File: src/rtl/fetch_predict_unit.sv
// Instruction-fetch front end: PC register, next-PC select, direct-mapped BTB
// with 2-bit saturating counters, and a saturating mispredict counter.
module fetch_predict_unit #(
    parameter int                  PC_WIDTH     = 32,
    parameter int                  BTB_ENTRIES  = 16,
    parameter logic [PC_WIDTH-1:0] RESET_VECTOR = '0,
    parameter int                  CNT_WIDTH    = 16
) (
    input  logic                 clk,
    input  logic                 rst,
    input  logic                 stall_i,
    input  logic                 redirect_i,
    input  logic [PC_WIDTH-1:0]  redirect_pc_i,
    input  logic                 resolve_valid_i,
    input  logic [PC_WIDTH-1:0]  resolve_pc_i,
    input  logic                 resolve_taken_i,
    input  logic [PC_WIDTH-1:0]  resolve_target_i,
    output logic [PC_WIDTH-1:0]  pc_o,
    output logic [PC_WIDTH-1:0]  pc_plus4_o,
    output logic                 pred_taken_o,
    output logic [PC_WIDTH-1:0]  pred_target_o,
    output logic [CNT_WIDTH-1:0] mispredict_count_o
);

    localparam int IDX   = $clog2(BTB_ENTRIES);
    localparam int TAG_W = PC_WIDTH - IDX - 2;
    localparam logic [PC_WIDTH-1:0] FOUR = PC_WIDTH'(4);

    logic [PC_WIDTH-1:0]                  pc_q, pc_d;
    logic [BTB_ENTRIES-1:0]               valid_q, valid_d;
    logic [BTB_ENTRIES-1:0][TAG_W-1:0]    tag_q, tag_d;
    logic [BTB_ENTRIES-1:0][PC_WIDTH-1:0] target_q, target_d;
    logic [BTB_ENTRIES-1:0][1:0]          ctr_q, ctr_d;
    logic [CNT_WIDTH-1:0]                 cnt_q, cnt_d;

    logic [IDX-1:0]   l_idx, r_idx;
    logic [TAG_W-1:0] l_tag, r_tag;
    logic             l_hit, r_hit;
    logic             unused_resolve_lsbs;

    assign l_idx = pc_q[IDX+1:2];
    assign l_tag = pc_q[PC_WIDTH-1:IDX+2];
    assign r_idx = resolve_pc_i[IDX+1:2];
    assign r_tag = resolve_pc_i[PC_WIDTH-1:IDX+2];
    assign unused_resolve_lsbs = ^resolve_pc_i[1:0];

    assign l_hit = valid_q[l_idx] && (tag_q[l_idx] == l_tag);
    assign r_hit = valid_q[r_idx] && (tag_q[r_idx] == r_tag);

    assign pc_o               = pc_q;
    assign pc_plus4_o         = pc_q + FOUR;
    assign pred_taken_o       = l_hit && ctr_q[l_idx][1];
    assign pred_target_o      = pred_taken_o ? target_q[l_idx] : pc_plus4_o;
    assign mispredict_count_o = cnt_q;

    always_comb begin
        pc_d     = pc_q;
        valid_d  = valid_q;
        tag_d    = tag_q;
        target_d = target_q;
        ctr_d    = ctr_q;
        cnt_d    = cnt_q;

        if (redirect_i)        pc_d = redirect_pc_i;
        else if (!stall_i)     pc_d = pred_target_o;

        // Training writes state only; the lookup above always sees the old entry.
        if (resolve_valid_i) begin
            if (r_hit) begin
                if (resolve_taken_i) begin
                    target_d[r_idx] = resolve_target_i;
                    if (ctr_q[r_idx] != 2'b11) ctr_d[r_idx] = ctr_q[r_idx] + 2'd1;
                end else if (ctr_q[r_idx] != 2'b00) begin
                    ctr_d[r_idx] = ctr_q[r_idx] - 2'd1;
                end
            end else if (resolve_taken_i) begin
                valid_d[r_idx]  = 1'b1;
                tag_d[r_idx]    = r_tag;
                target_d[r_idx] = resolve_target_i;
                ctr_d[r_idx]    = 2'b10;
            end
        end

        if (redirect_i && (cnt_q != {CNT_WIDTH{1'b1}}))
            cnt_d = cnt_q + CNT_WIDTH'(1);
    end

    always_ff @(posedge clk or posedge rst) begin
        if (rst) begin
            pc_q     <= RESET_VECTOR;
            valid_q  <= '0;
            tag_q    <= '0;
            target_q <= '0;
            ctr_q    <= {BTB_ENTRIES{2'b01}};
            cnt_q    <= '0;
        end else begin
            pc_q     <= pc_d;
            valid_q  <= valid_d;
            tag_q    <= tag_d;
            target_q <= target_d;
            ctr_q    <= ctr_d;
            cnt_q    <= cnt_d;
        end
    end

endmodule

File: config.mk
export PLATFORM = sky130hd
export DESIGN_NAME = fetch_predict_unit
export DESIGN_NICKNAME = d
export VERILOG_FILES = /design/src/rtl/fetch_predict_unit.sv
export SDC_FILE = /design/constraint.sdc
export NUM_CORES = 2
export LEC_CHECK = 0
export BUFFER_PORTS_ARGS = -buffer_cell sky130_fd_sc_hd__clkbuf_2
export CAP_MARGIN = 20
export CORE_MARGIN = 2
export CORE_UTILIZATION = 56
export DETAILED_ROUTE_END_ITERATION = 10
export GPL_TIMING_DRIVEN = 0
export PLACE_DENSITY = 0.76
export RECOVER_POWER = 100
export SLEW_MARGIN = 20
export SYNTH_ARGS = -nofsm -noshare
export SYNTH_HDL_FRONTEND = slang
export SYNTH_SLANG_ARGS = --single-unit
export TNS_END_PERCENT = 50
File: constraint.sdc
create_clock -name clk -period 41.2 [get_ports clk]
set_input_delay 12.36 -clock clk [delete_from_list [all_inputs] [get_ports clk]]
set_output_delay 12.36 -clock clk [all_outputs]
set_load 0.05 [all_outputs]
==> run metrics <==
outcome complete, but fails checks; failing checks max-capacitance violations, max-slew violations; Lkg Pwr 25.07 nW; Mapped Cells 3520; Arrival @ worst endpoint 24.17 ns; DP HPWL 117700 um; DRC Markers 0; CTS max path bufs 3; Max Cap Violations 24; final hold vios 0; CTS resizes 0; WHS 0.4995 ns; Starting Density 0.5636; Synth top cells by count 1008 x dfrtp_1, 943 x mux2_2, 350 x mux4_2; Post-synth EDFFs 0; crit path capture type async pin; Die ar. 96110 sq um; setup slack after layout 16.84 ns; IO buf count 200; setup_tns 0 ns; Die X 310.0 um; Area Growth Syn to Fin 10.91%; synth top area cells dfrtp_1 48%, mux2_2 20%, mux4_2 15%, mux2i_1 2.3%, clkbuf_1 1.2%; CTS root buf clkbuf_16; clk sinks 1024; Global Route Usage Sum 0.3618; final RePlAce weighted congestion 0.9744; total chip power 3.081 mW; DP Area 55360 sq um; antenna violations before repair 15; largest net degree at the start of global routing 105; CTS Hold Bufs 0; Max Fclk 0.04106 GHz; post-route ant nets 0; slowest cell on the critical path clkbuf_1; largest delay contributor family on the critical path buffers and inverters; mean area per synthesized cell 14.90 sq um; period utilization 0.5912; worst path cell trace clkbuf_2 -> clkinvlp_2 -> clkbuf_1 -> clkbuf_1 -> clkbuf_1; crit-path max FO 101; CORE AREA 93050 sq um; Pins Over Slew Limit 1084; Worst path most repeated cell clkbuf_1; pre-CTS setup slack 22.91 ns; relative slew slack -2.629; first-pass GRT wire length 248900 um; Req. time, crit path 41.01 ns; post-synth cell types 83; Syn. warnings 0; clock latency on the worst-skew pair 0.71 ns; pwr/cell area 52.97 nW/um^2; Slew @ Worst Pin 5.443 ns; Crit Path Category input pin to async pin; CTS H-tree lvls 3; Die H 310.0 um; Syn Nets 3626; Vias/cell 6.824; Worst path max stage delay 3.95 ns; WL final 172000 um; vias in the first global route 35935; clock transition at the registers of the reported paths 0.06 ns; post-synthesis register bit count 1024; final instance area 58160 sq um; post-synth top area share 0.4810; fraction of registers with async set/reset 1.000; Worst Hold Class register to register; row count 112; Post-CTS Setup Bufs 0; Num CTS Buffers 108; Buf/Inv on CP 5; CTS tree done; most numerous cell in the Yosys netlist dfrtp_1; gr ovfl total 0; IO Count 215; Tmin final 24.36 ns; maximum VDD drop 45.07 uV; vias 35442; Critical Path Start Type input pin; Worst Skew 0.02951 ns; RSZ-0062 raised after global routing false; drt wl/cell 33.12 um; Mapped Area 52440 sq um; largest area contributor in the netlist dfrtp_1; DRT iter0 DRCs 3851; # setup viols final 0; share of layout cells above drive strength 1 0.4373; first drt pass iteration count 9; sequential area share after synthesis 0.4890; nets 3949; Top FF cell, synth dfrtp_1
## area by class of cell
class	count	area [sq um]
Inverter	16	61.31
Antenna cell	9	22.52
Multi-Input combinational cell	2166	24770
Buffer	314	1434
Clock buffer	154	3127
Tap cell	1254	1569
Timing Repair Buffer	213	963.4
Sequential cell	1024	25640
Fill cell	7097	34890
Clock inverter	44	574.3
## cells in the final DEF, fill, tap and decap left out, drive strengths merged, types with 11 or more instances in the layout
cell type | netlist | routed
nand2 | 117 | 117
dfstp | 16 | 16
o22ai | 11 | 11
mux4 | 350 | 350
xnor2 | 53 | 53
nor2 | 84 | 84
buf | 146 | 85
or2 | 21 | 21
and2 | 14 | 14
a21oi | 31 | 31
mux2 | 1015 | 1015
nand3 | 24 | 24
nand2b | 13 | 13
nor2b | 16 | 16
dfrtp | 1008 | 1008
o21ai | 27 | 27
o221a | 21 | 21
inv | 16 | 20
xor2 | 33 | 33
nor3 | 24 | 24
and3 | 16 | 16
clkinv | 0 | 23
clkbuf | 168 | 596
nand4 | 29 | 29
bufinv | 0 | 12
a22oi | 35 | 35
mux2i | 120 | 120
## path summary, 6_finish.rpt
check,startpoint,endpoint,slack [ns],depth (start not counted)
max in group clk,pc_o[3],pred_target_o[26],18.25,13
hold reg to reg,target_q[86],target_q[86],0.50,1
setup reg to reg,pc_o[3],pc_o[26],31.46,13
hold / removal,target_q[86],target_q[86],0.50,1
setup / recovery,rst,target_q[108],16.84,5
min in group asynchronous,rst,pc_o[0],12.08,2
## registers in the layout (all words and copies together) (netlist names)
register            flops
ctr_q                  32
mispredict_count_o     16
pc_o                   32
tag_q                 416
target_q              512
valid_q                16
## metrics by stage
stage | util | std cells
finish | 0.6251 | 5194
global route | 0.6249 | 5189
CTS | 0.6347 | 5184
detailed placement | 0.5949 | 4986
global placement | 0.5912 | 4974
floorplan | - | 3520
## layer usage
metal	part of all wire	vias to the layer above	track usage
met5	0.00047	-	0
met4	0.071	10	0.2145
met3	0.11	611	0.09978
met2	0.45	2181	0.5364
met1	0.38	18680	0.4799
li1	-	13960	-
## report_power, final
| group | switching, mW | internal (mW) | total (mW) |
|---|---|---|---|
| registers | 0.133 | 1.20 | 1.33 |
| clock network | 0.425 | 0.603 | 1.03 |
| logic | 0.367 | 0.355 | 0.723 |
## logic make-up after synthesis
family | after synthesis | synth area share
multiplexers | 1485 | 0.3925
XOR/XNOR | 86 | 0.01436
flip-flops | 1024 | 0.4890
adder cells (fa/ha/maj) | 4 | 0.0009544
buffers and inverters | 330 | 0.03419
AND/OR/NAND/NOR | 394 | 0.04108
AO/OA/AOI/OAI | 197 | 0.02787
Note: power is estimated with default switching activity, not from simulation.
